`src/rtl/ifu_align_pkg.sv`:
```
// Shared types and helpers for the instruction aligner.
//   parcel_t      : one buffered 16-bit parcel plus its fetch-error flag
//   calc_ptr_w    : buffer pointer width for a given depth
//   calc_cnt_w    : buffer occupancy width for a given depth (holds 0..depth)
//   is_compressed : true when the low opcode bits mark a 16-bit encoding
package ifu_align_pkg;

    typedef struct packed {
        logic        err;
        logic [15:0] data;
    } parcel_t;

    function automatic int unsigned calc_ptr_w(int unsigned depth);
        return $clog2(depth);
    endfunction

    function automatic int unsigned calc_cnt_w(int unsigned depth);
        return $clog2(depth) + 1;
    endfunction

    function automatic logic is_compressed(logic [1:0] op);
        return op != 2'b11;
    endfunction

endpackage

```
`src/rtl/ifu_inst_align_if.sv`:
```
// Fetch-return and instruction-output handshake bundle of the aligner.
//   fetch_* : 32-bit fetch words in (valid/ready), PC[31:1], access fault
//   inst_*  : aligned instruction out (valid/ready), raw bits, head parcel,
//             compressed flag, PC[31:1], error flag
// master = the aligner, slave = fetch unit / expander side.
interface ifu_inst_align_if;

    logic        fetch_valid;
    logic        fetch_ready;
    logic [31:0] fetch_data;
    logic [30:0] fetch_pc;
    logic        fetch_err;

    logic        inst_valid;
    logic        inst_ready;
    logic [31:0] inst_raw;
    logic [15:0] inst_c16;
    logic        inst_is_c;
    logic [30:0] inst_pc;
    logic        inst_err;

    modport master (
        input  fetch_valid, fetch_data, fetch_pc, fetch_err, inst_ready,
        output fetch_ready, inst_valid, inst_raw, inst_c16, inst_is_c, inst_pc, inst_err
    );

    modport slave (
        output fetch_valid, fetch_data, fetch_pc, fetch_err, inst_ready,
        input  fetch_ready, inst_valid, inst_raw, inst_c16, inst_is_c, inst_pc, inst_err
    );

endinterface

```
`src/rtl/ifu_parcel_buf.sv`:
```
// Circular parcel buffer: 0/1/2 parcels pushed and 0/1/2 popped per cycle.
//   clk, rst    : clock, async active-high reset
//   flush_i     : empties the buffer and rewinds both pointers to 0
//   push_cnt_i  : parcels to write this cycle (push0_i first, then push1_i)
//   pop_cnt_i   : parcels to retire from the head this cycle
//   head_o      : entry at the read pointer
//   next_o      : entry after the read pointer
//   count_o     : occupancy, 0..DEPTH
// Callers must not overfill or over-drain; full/empty is tracked by count only.
module ifu_parcel_buf
    import ifu_align_pkg::*;
#(
    parameter  int unsigned DEPTH = 4,
    localparam int unsigned CNT_W = calc_cnt_w(DEPTH)
) (
    input  logic             clk,
    input  logic             rst,
    input  logic             flush_i,
    input  logic [1:0]       push_cnt_i,
    input  parcel_t          push0_i,
    input  parcel_t          push1_i,
    input  logic [1:0]       pop_cnt_i,
    output parcel_t          head_o,
    output parcel_t          next_o,
    output logic [CNT_W-1:0] count_o
);

    localparam int unsigned PTR_W = calc_ptr_w(DEPTH);

    parcel_t          mem_q [DEPTH];
    logic [PTR_W-1:0] rd_q, rd_d, wr_q, wr_d;
    logic [PTR_W-1:0] rd_nxt, wr_nxt;
    logic [CNT_W-1:0] count_q, count_d;

    // Pointer widths equal log2(DEPTH), so the adds wrap modulo DEPTH.
    assign rd_nxt = rd_q + PTR_W'(1);
    assign wr_nxt = wr_q + PTR_W'(1);

    always_comb begin
        rd_d    = rd_q;
        wr_d    = wr_q;
        count_d = count_q;
        if (flush_i) begin
            rd_d    = '0;
            wr_d    = '0;
            count_d = '0;
        end else begin
            wr_d    = wr_q + PTR_W'(push_cnt_i);
            rd_d    = rd_q + PTR_W'(pop_cnt_i);
            count_d = count_q + CNT_W'(push_cnt_i) - CNT_W'(pop_cnt_i);
        end
    end

    always_ff @(posedge clk or posedge rst) begin
        if (rst) begin
            rd_q    <= '0;
            wr_q    <= '0;
            count_q <= '0;
        end else begin
            rd_q    <= rd_d;
            wr_q    <= wr_d;
            count_q <= count_d;
        end
    end

    always_ff @(posedge clk or posedge rst) begin
        if (rst) begin
            for (int unsigned i = 0; i < DEPTH; i++) begin
                mem_q[i] <= '0;
            end
        end else if (!flush_i) begin
            if (push_cnt_i != 2'd0) begin
                mem_q[wr_q] <= push0_i;
            end
            if (push_cnt_i == 2'd2) begin
                mem_q[wr_nxt] <= push1_i;
            end
        end
    end

    assign head_o  = mem_q[rd_q];
    assign next_o  = mem_q[rd_nxt];
    assign count_o = count_q;

endmodule

```
`src/rtl/ifu_inst_align.sv`:
```
// Instruction aligner: turns 32-bit fetch words into whole 16/32-bit
// instructions with their PC, for the compressed-instruction expander.
//   clk, rst : clock, async active-high reset
//   flush    : redirect; drops every buffered parcel, blocks push and pop
//   io       : fetch word in / aligned instruction out (see ifu_inst_align_if)
// All instruction outputs are combinational from buffer state and head_pc.
module ifu_inst_align
    import ifu_align_pkg::*;
#(
    parameter int unsigned DEPTH = 4
) (
    input  logic              clk,
    input  logic              rst,
    input  logic              flush,
    ifu_inst_align_if.master  io
);

    localparam int unsigned CNT_W = calc_cnt_w(DEPTH);

    parcel_t          head, next;
    logic [CNT_W-1:0] count;
    logic [30:0]      head_pc_q, head_pc_d;

    logic       fetch_ready, push, head_c, size2, has_head, has_next;
    logic       complete, inst_valid, pop;
    logic [1:0] push_cnt, pop_cnt;
    parcel_t    push0, push1;

    // Conservative: a pop in the same cycle is not credited.
    assign fetch_ready = (count <= CNT_W'(DEPTH - 2)) && !flush;
    assign push        = io.fetch_valid && fetch_ready;

    // fetch_pc[0] is PC[1]: set means parcel0 lies before the target and is dropped.
    assign push_cnt = !push ? 2'd0 : (io.fetch_pc[0] ? 2'd1 : 2'd2);
    assign push0    = io.fetch_pc[0] ? parcel_t'{io.fetch_err, io.fetch_data[31:16]}
                                     : parcel_t'{io.fetch_err, io.fetch_data[15:0]};
    assign push1    = parcel_t'{io.fetch_err, io.fetch_data[31:16]};

    assign has_head = count != '0;
    assign has_next = count >= CNT_W'(2);
    assign head_c   = is_compressed(head.data[1:0]);
    // A faulting head parcel is retired alone; its partner is never inspected.
    assign size2    = !head.err && !head_c;
    assign complete = size2 ? has_next : has_head;

    assign inst_valid = complete && !flush;
    assign pop        = inst_valid && io.inst_ready;
    assign pop_cnt    = !pop ? 2'd0 : (size2 ? 2'd2 : 2'd1);

    ifu_parcel_buf #(
        .DEPTH (DEPTH)
    ) u_buf (
        .clk        (clk),
        .rst        (rst),
        .flush_i    (flush),
        .push_cnt_i (push_cnt),
        .push0_i    (push0),
        .push1_i    (push1),
        .pop_cnt_i  (pop_cnt),
        .head_o     (head),
        .next_o     (next),
        .count_o    (count)
    );

    // Push with an empty buffer cannot coincide with a pop, so the cases are exclusive.
    always_comb begin
        head_pc_d = head_pc_q;
        if (push && !has_head) begin
            head_pc_d = io.fetch_pc;
        end else if (pop) begin
            head_pc_d = head_pc_q + 31'(pop_cnt);
        end
    end

    always_ff @(posedge clk or posedge rst) begin
        if (rst) begin
            head_pc_q <= '0;
        end else begin
            head_pc_q <= head_pc_d;
        end
    end

    // Data outputs are masked while empty so stale entries never leak out.
    always_comb begin
        io.fetch_ready = fetch_ready;
        io.inst_valid  = inst_valid;
        io.inst_pc     = head_pc_q;
        io.inst_is_c   = has_head && head_c;
        io.inst_c16    = has_head ? head.data : 16'h0;
        io.inst_err    = has_head && (head.err || (size2 && has_next && next.err));
        io.inst_raw    = 32'h0;
        if (has_head) begin
            if (size2) begin
                io.inst_raw = {(has_next ? next.data : 16'h0), head.data};
            end else begin
                io.inst_raw = {16'h0, head.data};
            end
        end
    end

endmodule

```
`src/flat_wrapper.sv`:
```
// flat-port wrapper written by rule: the top's interface ports become plain ports
module ifu_inst_align_flat import ifu_align_pkg::*;
#(
    parameter int unsigned DEPTH = 4
)
  (clk, rst, flush, io_fetch_valid, io_fetch_data, io_fetch_pc, io_fetch_err, io_inst_ready, io_fetch_ready, io_inst_valid, io_inst_raw, io_inst_c16, io_inst_is_c, io_inst_pc, io_inst_err);
  ifu_inst_align_if io_i ();
  input  logic clk;
  input  logic rst;
  input  logic flush;
  input wire logic [$bits(io_i.fetch_valid)-1:0] io_fetch_valid;
  input wire logic [$bits(io_i.fetch_data)-1:0] io_fetch_data;
  input wire logic [$bits(io_i.fetch_pc)-1:0] io_fetch_pc;
  input wire logic [$bits(io_i.fetch_err)-1:0] io_fetch_err;
  input wire logic [$bits(io_i.inst_ready)-1:0] io_inst_ready;
  output wire logic [$bits(io_i.fetch_ready)-1:0] io_fetch_ready;
  output wire logic [$bits(io_i.inst_valid)-1:0] io_inst_valid;
  output wire logic [$bits(io_i.inst_raw)-1:0] io_inst_raw;
  output wire logic [$bits(io_i.inst_c16)-1:0] io_inst_c16;
  output wire logic [$bits(io_i.inst_is_c)-1:0] io_inst_is_c;
  output wire logic [$bits(io_i.inst_pc)-1:0] io_inst_pc;
  output wire logic [$bits(io_i.inst_err)-1:0] io_inst_err;
  assign io_i.fetch_valid = io_fetch_valid;
  assign io_i.fetch_data = io_fetch_data;
  assign io_i.fetch_pc = io_fetch_pc;
  assign io_i.fetch_err = io_fetch_err;
  assign io_i.inst_ready = io_inst_ready;
  assign io_fetch_ready = io_i.fetch_ready;
  assign io_inst_valid = io_i.inst_valid;
  assign io_inst_raw = io_i.inst_raw;
  assign io_inst_c16 = io_i.inst_c16;
  assign io_inst_is_c = io_i.inst_is_c;
  assign io_inst_pc = io_i.inst_pc;
  assign io_inst_err = io_i.inst_err;
  ifu_inst_align #(.DEPTH(DEPTH)) u_core (.clk(clk), .rst(rst), .flush(flush), .io(io_i));
endmodule
```
`config.mk`:
```
export PLATFORM = sky130hd
export DESIGN_NAME = ifu_inst_align_flat
export DESIGN_NICKNAME = d
export VERILOG_FILES = /design/src/rtl/ifu_align_pkg.sv /design/src/rtl/ifu_inst_align_if.sv /design/src/rtl/ifu_parcel_buf.sv /design/src/rtl/ifu_inst_align.sv /design/src/flat_wrapper.sv
export SDC_FILE = /design/constraint.sdc
export NUM_CORES = 1
export LEC_CHECK = 0
export BUFFER_PORTS_ARGS = -buffer_cell sky130_fd_sc_hd__buf_2
export CAP_MARGIN = 30
export CORE_AREA = 2 2 105 148
export CTS_CLUSTER_DIAMETER = 60
export CTS_CLUSTER_SIZE = 24
export DETAILED_ROUTE_END_ITERATION = 8
export DIE_AREA = 0 0 107 150
export PLACE_DENSITY = 0.81
export SYNTH_ARGS = -nofsm -noshare
export SYNTH_HDL_FRONTEND = slang
export SYNTH_SLANG_ARGS = --single-unit
```
`constraint.sdc`:
```
create_clock -name clk -period 3.45 [get_ports clk]
set_input_delay 0.345 -clock clk [delete_from_list [all_inputs] [get_ports clk]]
set_output_delay 0.345 -clock clk [all_outputs]
set_load 0.05 [all_outputs]
```
==> out/metrics.csv <==
metric,value,unit
status,completed,
final-seq-area,2660,um2
cpMaxStageDelayCell,mux4_2,
synth_cells,657,
synth_seq_area_share,39.9,%
fin_skew,0.0120,ns
yosysMostFrequentCell,dfrtp_1,
syn_avg_cell_area,10.1,um2
worstMarginPinSlew,0.852,ns
insertion_delay,0.36,ns
netlist.area_leader.share,39.9,%
cp_slowest_stage_delay,0.53,ns
ys_ff_latch,106,
grt_pass1_vias,5681,
fin_nets,867,
period_needed,3.27,ns
hold_path_class,in -> async,
async_flop_share,100,%
clkSinkCount,106,
first_pass_iters,5,
yosysTopAreaCell,dfrtp_1,
synthFlopType,dfrtp_1,
path_delay_family,simple AND/OR/NAND/NOR gates,
portBuffers,151,
crit_buf_inv,1,
synthDistinctLibCells,52,
ctsLongestPathBuffers,2,
layout-drive-gt1-share,36.8,%
timing.final.crit_share,94.8,%
path_cells,mux4_2 -> and2_1 -> and2_1 -> nor2_4 -> ha_2 -> fa_1 -> and3_2 -> and3_2 -> nor3b_4 -> buf_4 -> nand4_1 -> xor2_1 -> o21ai_0,
utilization,53.4,%
fp-row-count,53,
drc,0,
die_height,150,um
grt-ovfl-total,0,
clk_pin_slew,0.07,ns
ios,152,
dp.cells,967,
synth_nets,735,
vias_per_cell,5.98,
grt_max_degree,67,
vias,5892,
cp-start-kind,register,
area_growth,18.7,%
multiInputGateArea,3670,um2
fp.dieW,107,um
finalSetupViolCount,0,
synth_edf_count,0,
ant_nets,0,
place_hpwl,13200,um
cp.required,3.71,ns
hold_violations,0,
fill_cells,1324,
wirelength,19200,um
peakVddDrop,0.000790,V
setup.worst_path.class,reg -> reg,
diodes,0,
numCtsBuffers,9,
antenna_found_initial,0,
initialDrtViolationCount,540,
arrival,3.53,ns
cp_max_fo,6,
slew_violations,0,
grt_pass1_wl,29900,um
endpoint_kind,register,
cts_tree,yes,
timing.slew.headroom,43.1,%
syn-cell-area,6660,um2
grt_usage,24.1,%
fmax,0.306,GHz
drv_cap,0,
place.gp.congestion,0.850,
initial_core_util,45.0,%
p_leak,3.38,nW
ys_top_cells_by_count,"106 x dfrtp_1, 75 x nand2_1, 55 x nor2_1, 51 x a21oi_1",
instances_no_fill,986,
wire_per_inst,19.4,um
ys.warnings.count,0,
powerDensity,1050,nW/um2
cts_root_buf,clkbuf_16,
netlist_top_cells_area,"dfrtp_1 40%, mux4_2 12%, o221a_2 5.8%",
r2r_setup_slack,0.18,ns
dieArea,16100,um2
core,14800,um2
htree_levels,3,
## worst reg2reg max path, delay by kind of cell, from the launching register on
family | cells | cell delay, ns
adder cells (fa/ha/maj) | 2 | 0.41
AND/OR/NAND/NOR | 7 | 1.30
flip-flops | 1 | 0.45
buffers and inverters | 1 | 0.17
AO/OA/AOI/OAI | 1 | 0.17
multiplexers | 1 | 0.54
XOR/XNOR | 1 | 0.16
## cell type report
class,instances,area share (%)
clock buffers,11,3.07
clock inverters,5,0.475
inverters,8,0.412
multi-input cells,480,46.5
flip-flops and latches,106,33.6
well taps,192,3.04
repair buffers,184,12.9
## routing by layer
| metal | wire [um] | part of all wire, % | vias up | track usage, % |
|---|---|---|---|---|
| li1 | - | - | 2678 | - |
| met5 | 0 | 0 | - | 0 |
| met1 | 7370 | 38 | 2865 | 30.5 |
| met4 | 325 | 1.7 | 0 | 8.05 |
| met3 | 1570 | 8.2 | 31 | 4.05 |
| met2 | 9890 | 52 | 318 | 41.7 |
## sequential cells by signal, summed over array words and instances (netlist names)
name and flops:
u_core.u_buf.count_o 3, u_core.u_buf.rd_q 2, u_core.u_buf.mem_q 68, u_core.io.inst_pc 31
u_core.u_buf.wr_q 2
## where the power goes
| part | internal, mW | total, mW | switching (mW) |
|---|---|---|---|
| combinational | 1.59 | 4.92 | 3.33 |
| clock | 0.513 | 1.01 | 0.493 |
| sequential | 1.81 | 2.39 | 0.579 |
| total | 3.91 | 8.31 | 4.40 |
## kinds of logic after synthesis
group / share of synthesized area, %
adder cells (fa/ha/maj): 2.03
buffers and inverters: 5.28
AO/OA/AOI/OAI: 16.1
multiplexers: 17.0
flip-flops: 39.9
XOR/XNOR: 2.90
AND/OR/NAND/NOR: 16.9
## path summary, 6_finish.rpt
path                       cells after the start                              start                            endpoint
setup / recovery                              13     u_core.u_buf.rd_q[0]$_DFF_PP0_   u_core.io.inst_pc[26]$_DFFE_PP0P_
hold reg to reg                                1  u_core.io.inst_pc[30]$_DFFE_PP0P_   u_core.io.inst_pc[30]$_DFFE_PP0P_
setup reg to reg                              13     u_core.u_buf.rd_q[0]$_DFF_PP0_   u_core.io.inst_pc[26]$_DFFE_PP0P_
hold / removal                                 2                                rst   u_core.io.inst_pc[21]$_DFFE_PP0P_
min in group clk                               3                    io_fetch_pc[18]   u_core.io.inst_pc[18]$_DFFE_PP0P_
max in group asynchronous                      3                                rst  u_core.u_buf.mem_q[21]$_DFFE_PP0N_
## timing repair
item | CTS | global route
pin swaps | 0 | 1
endpoints found under the setup margin | 3 | 8
hold endpoints to repair | 0 | 0
hold buffers | 0 | 0
setup buffers | 2 | 1
gates resized for setup | 0 | 4
## cells in the final DEF (no fill, tap or decap), drive strengths merged, types with 7 or more instances in the layout
master,n
mux4,34
o21ai,32
a211oi,7
o22ai,19
inv,9
nor2b,20
dfrtp,106
buf,184
xor2,16
o221a,34
clkbuf,11
and3,25
mux2i,33
nor2,56
a21oi,51
nand3,18
nand4,8
nand2,76
## stage by stage
stage	total power [mW]	area, um2	setup slack (ns)	setup TNS [ns]	hold WS (ns)
floorplan	6.27	6660	-0.000649	-0.000649	0.461
global route	8.73	7900	-0.00934	-0.00934	0.0811
finish	8.31	7900	0.181	0	0.0458
CTS	8.29	7880	0.0894	0	0.0597
detailed placement	7.28	7580	-0.0202	-0.0202	0.430
global placement	7.18	7580	0.122	0	0.439
Note: power is estimated with default switching activity, not from simulation.
